===== src/rtl/cache_fill_ctrl.sv =====
// cache_fill_ctrl - cache miss fill and clear-sweep write sequencer.
// Every output is a flop; next values are computed from the next state.
module cache_fill_ctrl #(
  parameter int ADDR_W = 11,
  parameter int TAG_W  = 14,
  parameter int DATA_W = 16,
  parameter int WR_CYC = 1
) (
  input  logic              sysclk,
  input  logic              sys_rst,
  input  logic              miss_req,
  input  logic [ADDR_W-1:0] miss_ca,
  input  logic [TAG_W-1:0]  miss_cpn,
  input  logic              wcinh_n,
  input  logic              cclr_req,
  output logic              mem_req,
  input  logic              mem_ack,
  input  logic [DATA_W-1:0] mem_data,
  input  logic              mem_err,
  output logic [ADDR_W-1:0] ca_out,
  output logic [DATA_W-1:0] cd_out,
  output logic [TAG_W-1:0]  cpn_out,
  output logic              ubit_out,
  output logic              wca_n,
  output logic [DATA_W-1:0] fwd_data,
  output logic              fwd_valid,
  output logic              fill_done,
  output logic              fill_err,
  output logic              clr_done,
  output logic              busy
);

  typedef enum logic [2:0] {IDLE, REQ, WRITE, DONE, CLEAR} state_t;

  localparam logic [1:0] WR_LAST = 2'(WR_CYC - 1);

  state_t            state_q, state_d;
  logic [ADDR_W-1:0] clr_cnt_q, clr_cnt_d;
  logic [1:0]        wr_cnt_q, wr_cnt_d;
  logic [ADDR_W-1:0] cap_ca_q, cap_ca_d;
  logic [TAG_W-1:0]  cap_cpn_q, cap_cpn_d;
  logic              cap_wcinh_n_q, cap_wcinh_n_d;

  logic              mem_req_q, mem_req_d;
  logic [ADDR_W-1:0] ca_q, ca_d;
  logic [DATA_W-1:0] cd_q, cd_d;
  logic [TAG_W-1:0]  cpn_q, cpn_d;
  logic              ubit_q, ubit_d;
  logic              wca_n_q, wca_n_d;
  logic [DATA_W-1:0] fwd_data_q, fwd_data_d;
  logic              fwd_valid_q, fwd_valid_d;
  logic              fill_done_q, fill_done_d;
  logic              fill_err_q, fill_err_d;
  logic              clr_done_q, clr_done_d;
  logic              busy_q, busy_d;

  always_comb begin
    state_d       = state_q;
    clr_cnt_d     = clr_cnt_q;
    wr_cnt_d      = wr_cnt_q;
    cap_ca_d      = cap_ca_q;
    cap_cpn_d     = cap_cpn_q;
    cap_wcinh_n_d = cap_wcinh_n_q;
    mem_req_d     = 1'b0;
    ca_d          = ca_q;
    cd_d          = cd_q;
    cpn_d         = cpn_q;
    ubit_d        = ubit_q;
    wca_n_d       = 1'b1;
    fwd_data_d    = fwd_data_q;
    fwd_valid_d   = 1'b0;
    fill_done_d   = 1'b0;
    fill_err_d    = 1'b0;
    clr_done_d    = 1'b0;

    case (state_q)
      IDLE: begin
        // A clear outranks a miss; the level-held miss is picked up later.
        if (cclr_req) begin
          state_d   = CLEAR;
          clr_cnt_d = '0;
          wca_n_d   = 1'b0;
          ca_d      = '0;
          cd_d      = '0;
          cpn_d     = '0;
          ubit_d    = 1'b0;
        end else if (miss_req) begin
          state_d       = REQ;
          cap_ca_d      = miss_ca;
          cap_cpn_d     = miss_cpn;
          cap_wcinh_n_d = wcinh_n;
          mem_req_d     = 1'b1;
        end
      end
      REQ: begin
        if (mem_ack) begin
          if (mem_err) begin
            state_d    = DONE;
            fill_err_d = 1'b1;
          end else begin
            state_d     = WRITE;
            wr_cnt_d    = '0;
            wca_n_d     = ~cap_wcinh_n_q;
            ca_d        = cap_ca_q;
            cd_d        = mem_data;
            cpn_d       = cap_cpn_q;
            ubit_d      = 1'b1;
            fwd_data_d  = mem_data;
            fwd_valid_d = 1'b1;
          end
        end else begin
          mem_req_d = 1'b1;
        end
      end
      WRITE: begin
        if (wr_cnt_q == WR_LAST) begin
          state_d     = DONE;
          fill_done_d = 1'b1;
        end else begin
          wr_cnt_d = wr_cnt_q + 2'd1;
          wca_n_d  = ~cap_wcinh_n_q;
        end
      end
      DONE: state_d = IDLE;
      CLEAR: begin
        // Counter holds the index on the bus now; stop after the top index.
        if (clr_cnt_q == {ADDR_W{1'b1}}) begin
          state_d    = IDLE;
          clr_done_d = 1'b1;
        end else begin
          clr_cnt_d = clr_cnt_q + 1'b1;
          ca_d      = clr_cnt_q + 1'b1;
          wca_n_d   = 1'b0;
        end
      end
      default: state_d = IDLE;
    endcase

    busy_d = (state_d != IDLE);
  end

  always_ff @(posedge sysclk) begin
    if (sys_rst) begin
      state_q       <= IDLE;
      clr_cnt_q     <= '0;
      wr_cnt_q      <= '0;
      cap_ca_q      <= '0;
      cap_cpn_q     <= '0;
      cap_wcinh_n_q <= 1'b1;
      mem_req_q     <= 1'b0;
      ca_q          <= '0;
      cd_q          <= '0;
      cpn_q         <= '0;
      ubit_q        <= 1'b0;
      wca_n_q       <= 1'b1;
      fwd_data_q    <= '0;
      fwd_valid_q   <= 1'b0;
      fill_done_q   <= 1'b0;
      fill_err_q    <= 1'b0;
      clr_done_q    <= 1'b0;
      busy_q        <= 1'b0;
    end else begin
      state_q       <= state_d;
      clr_cnt_q     <= clr_cnt_d;
      wr_cnt_q      <= wr_cnt_d;
      cap_ca_q      <= cap_ca_d;
      cap_cpn_q     <= cap_cpn_d;
      cap_wcinh_n_q <= cap_wcinh_n_d;
      mem_req_q     <= mem_req_d;
      ca_q          <= ca_d;
      cd_q          <= cd_d;
      cpn_q         <= cpn_d;
      ubit_q        <= ubit_d;
      wca_n_q       <= wca_n_d;
      fwd_data_q    <= fwd_data_d;
      fwd_valid_q   <= fwd_valid_d;
      fill_done_q   <= fill_done_d;
      fill_err_q    <= fill_err_d;
      clr_done_q    <= clr_done_d;
      busy_q        <= busy_d;
    end
  end

  assign mem_req   = mem_req_q;
  assign ca_out    = ca_q;
  assign cd_out    = cd_q;
  assign cpn_out   = cpn_q;
  assign ubit_out  = ubit_q;
  assign wca_n     = wca_n_q;
  assign fwd_data  = fwd_data_q;
  assign fwd_valid = fwd_valid_q;
  assign fill_done = fill_done_q;
  assign fill_err  = fill_err_q;
  assign clr_done  = clr_done_q;
  assign busy      = busy_q;

endmodule

===== config.mk =====
export PLATFORM = sky130hd
export DESIGN_NAME = cache_fill_ctrl
export DESIGN_NICKNAME = d
export VERILOG_FILES = /design/src/rtl/cache_fill_ctrl.sv
export SDC_FILE = /design/constraint.sdc
export NUM_CORES = 1
export LEC_CHECK = 0
export BUFFER_PORTS_ARGS = -buffer_cell sky130_fd_sc_hd__buf_2
export CAP_MARGIN = 20
export CORE_ASPECT_RATIO = 0.75
export CORE_MARGIN = 10
export CORE_UTILIZATION = 47
export DETAILED_ROUTE_END_ITERATION = 16
export PLACE_DENSITY_LB_ADDON = 0.05
export SETUP_SLACK_MARGIN = 0.02
export SYNTH_ARGS = -nofsm -noshare
export SYNTH_HDL_FRONTEND = slang
export SYNTH_SLANG_ARGS = --single-unit

===== constraint.sdc =====
create_clock -name sysclk -period 1.8 [get_ports sysclk]
set_input_delay 0.18 -clock sysclk [delete_from_list [all_inputs] [get_ports sysclk]]
set_output_delay 0.18 -clock sysclk [all_outputs]
set_load 0.03 [all_outputs]

==> impl_metrics.sql <==
INSERT INTO impl_metrics (metric_group, metric, value, unit) VALUES
('flow_run', 'max_cap_violations', '0', ''),
('final_layout', 'design_area', '0.00516', 'mm2'),
('logic_synthesis', 'synthesized_area_divided_by_synthesized_cell_count', '8.22', 'um2'),
('setup_path', 'crit_path_max_fanout', '5', ''),
('setup_path', 'path_cells', 'ha_2 -> and4_1 -> and3_4 -> a21o_1 -> or4_1 -> nand3_1', ''),
('setup_path', 'path_delay_family', 'simple AND/OR/NAND/NOR gates', ''),
('sta', 'setup_viol', '0', ''),
('setup_path', 'class_of_the_most_critical_setup_path', 'reg -> reg', ''),
('drt', 'postRouteAntennaNets', '0', ''),
('floorplan', 'floorplan.die.width', '128', 'um'),
('place', 'detailedPlace.worstSlack', '0.104', 'ns'),
('setup_path', 'timing.critical_path.required', '2.08', 'ns'),
('setup_path', 'cp-start-kind', 'flip-flop', ''),
('clock_network', 'cts_root_buffer', 'sky130_fd_sc_hd__clkbuf_16', ''),
('grt', 'grt_use_met2', '25.7', '%'),
('setup_path', 'cp_slowest_cell', 'sky130_fd_sc_hd__or4_1', ''),
('floorplan', 'core', '0.00845', 'mm2'),
('place', 'placed_cell_area', '0.00482', 'mm2'),
('clock_network', 'cts_sinks', '107', ''),
('power', 'leakagePower', '2.13', 'nW'),
('sta', 'fin_crit_sh', '95.3', '%'),
('place', 'gp_routability_congestion', '0.911', ''),
('grt', 'grt_first_pass_wirelength', '18300', 'um'),
('floorplan', 'start_util', '48.2', '%'),
('final_layout', 'finalNonFillerCells', '708', ''),
('final_layout', 'areaGrowthSynthToFinish', '26.5', '%'),
('logic_synthesis', 'yosys_register_bits', '107', ''),
('floorplan', 'placementRows', '29', ''),
('clock_network', 'buffer_depth_of_the_longest_clock_path', '2', ''),
('logic_synthesis', 'dominantRegCellSynth', 'sky130_fd_sc_hd__dfxtp_1', ''),
('drt', '1st_iter_drt_viols', '257', ''),
('worst_hold_path', 'min_delay_path_class', 'in -> reg', ''),
('drt', 'dr.pass1.iters', '4', ''),
('setup_path', 'timing.critical_path.buf_inv', '0', ''),
('power', 'proportion_of_power_drawn_by_combinational_gates', '13.5', '%'),
('sta', 'finalHoldViolations', '0', ''),
('logic_synthesis', 'ys_seq_area_share', '52.5', '%'),
('grt', 'first_global_vias', '3715', ''),
('logic_synthesis', 'synth.yosys.warnings', '0', ''),
('final_layout', 'num-nets-final', '646', ''),
('floorplan', 'io_pins', '113', ''),
('final_layout', 'fillCellCount', '783', ''),
('logic_synthesis', 'count_of_flip_flops_with_a_built_in_enable_after_synthesis', '0', ''),
('clock_network', 'tritoncts', 'built', ''),
('outcome', 'outcome', 'finished clean', ''),
('power', 'powerDensity', '1040', 'mW/mm2'),
('grt', 'busiest_layer', 'met2', ''),
('grt', 'initial_antenna_violation_count', '0', ''),
('clock_network', 'clkTransAtPathRegs', '0.07', 'ns'),
('grt', 'global_route.usage.total', '17.4', '%'),
('place', 'dpl.hpwl', '8100', 'um'),
('drt', 'vias_per_cell', '5.27', ''),
('setup_path', 'worst_ep_arrival_time', '2.00', 'ns'),
('final_layout', 'insertedDiodeCount', '0', ''),
('logic_synthesis', 'yosysUniqueCellTypes', '45', ''),
('logic_synthesis', 'netlist_area', '0.00408', 'mm2'),
('grt', 'grtUsageMet1', '23.0', '%'),
('drt', 'drcViolationCount', '0', ''),
('clock_network', 'cts_max_level', '3', ''),
('final_layout', 'drive_gt1_share', '25.5', '%'),
('grt', 'maximum_number_of_pins_on_one_net_before_global_route_repair', '60', ''),
('power', 'clockPowerShare', '39.6', '%'),
('sta', 'worst_slew_pin_slew', '0.597', 'ns'),
('power', 'power.switching', '1.36', 'mW'),
('grt', 'groute.layer.met3.usage', '6.47', '%'),
('logic_synthesis', 'postSynth.asyncResetShare', '0', '%'),
('floorplan', 'die_height', '101', 'um'),
('drt', 'route.vias.total', '3732', ''),
('power', 'switching_share', '25.3', '%'),
('sta', 'fin_hold_ws', '0.0686', 'ns'),
('sta', 'clock-skew-final', '0.00699', 'ns');
==> cell families (layout without fill, tap and decap cells) <==
kind of cell    count (synthesis)  count (layout)  share of synthesized area, %
compound gates                119             119                          16.7
xor+xnor                        8               8                          1.72
fa+ha+maj                       3               3                         0.859
buf+inv                        44             148                          4.69
flops                         107             107                          52.5
mux                             2               2                         0.521
simple gates                  213             213                          23.0
==> cells in the mapped netlist (2+ instances only) <==
cell type,count,share of area (%)
sky130_fd_sc_hd__and4_1,2,0.43
sky130_fd_sc_hd__nand3b_1,4,0.74
sky130_fd_sc_hd__nand3_1,27,3.3
sky130_fd_sc_hd__inv_1,5,0.46
sky130_fd_sc_hd__nand2b_1,2,0.31
sky130_fd_sc_hd__nor2_1,27,2.5
sky130_fd_sc_hd__buf_1,2,0.18
sky130_fd_sc_hd__xor2_1,3,0.64
sky130_fd_sc_hd__nand4_1,4,0.61
sky130_fd_sc_hd__nand2_1,128,12
sky130_fd_sc_hd__a21o_1,2,0.37
sky130_fd_sc_hd__buf_2,6,0.74
sky130_fd_sc_hd__xnor2_1,5,1.1
sky130_fd_sc_hd__clkbuf_1,28,2.6
sky130_fd_sc_hd__ha_1,2,0.61
sky130_fd_sc_hd__a211oi_1,12,2.2
sky130_fd_sc_hd__a21oi_1,85,10
sky130_fd_sc_hd__nor3_1,3,0.37
sky130_fd_sc_hd__buf_6,2,0.55
sky130_fd_sc_hd__o21ai_0,4,0.49
sky130_fd_sc_hd__and2_1,5,0.77
sky130_fd_sc_hd__a311oi_1,2,0.43
sky130_fd_sc_hd__a22oi_1,6,1.1
sky130_fd_sc_hd__and3_1,3,0.46
sky130_fd_sc_hd__dfxtp_1,107,53
==> metrics by stage <==
stage	util, %	total power [mW]
floorplan	-	3.01
global placement	57.0	3.29
detailed placement	57.0	3.30
CTS	60.9	5.42
global route	61.0	5.59
finish	61.0	5.37
==> timing repair <==
item,in CTS,in global routing
endpoints found under the hold margin,0,0
hold buffers,0,0
gates resized for setup,0,5
setup endpoints to repair,0,46
==> routing by layer <==
layer | up-vias | routed length (um)
li1 | 1879 | -
met1 | 1728 | 5360
met2 | 110 | 4830
met3 | 15 | 914
met4 | 0 | 179
met5 | - | 0
==> layout make-up <==
class / instances / area (um2) / share of cell area [%]
Sequential cell: 107 / 2140 / 41.6
Multi-Input combinational cell: 345 / 1760 / 34.2
Timing Repair Buffer: 128 / 771 / 14.9
Clock buffer: 12 / 256 / 4.97
Tap cell: 108 / 135 / 2.62
Clock inverter: 3 / 68.8 / 1.33
Inverter: 5 / 18.8 / 0.364
==> final timing paths <==
| check | from | end | slack, ns | cells after the start |
|---|---|---|---|---|
| min reg2reg | cd_out[15] | cd_out[15] | 0.45 | 2 |
| max reg2reg | clr_cnt_q[1] | clr_cnt_q[9] | 0.09 | 6 |
| min | miss_ca[9] | cap_ca_q[9] | 0.07 | 3 |
| max | clr_cnt_q[1] | clr_cnt_q[9] | 0.09 | 6 |
==> flip-flops by register name (all words and copies together), names as in the netlist, 2 cells and up <==
register	count
ca_out	11
clr_cnt_q	11
state_q	3
fwd_data	16
cpn_out	14
cd_out	16
wr_cnt_q	2
cap_ca_q	11
cap_cpn_q	14
==> power by group through the flow <==
| stage | registers (mW) | clock network (mW) | logic [mW] |
|---|---|---|---|
| after floorplan | 2.67 | 0 | 0.340 |
| after global placement | 2.57 | 0 | 0.720 |
| after detailed placement | 2.57 | 0 | 0.725 |
| after CTS | 2.52 | 2.17 | 0.730 |
| after global routing | 2.53 | 2.27 | 0.789 |
| final | 2.52 | 2.12 | 0.725 |
==> tightest hold or removal path, stage by stage <==
cell and delay (ns):
sky130_fd_sc_hd__buf_2 0.09, sky130_fd_sc_hd__nand2_1 0.04, sky130_fd_sc_hd__a21oi_1 0.05
No activity file was read; power rests on OpenSTA's default activity.
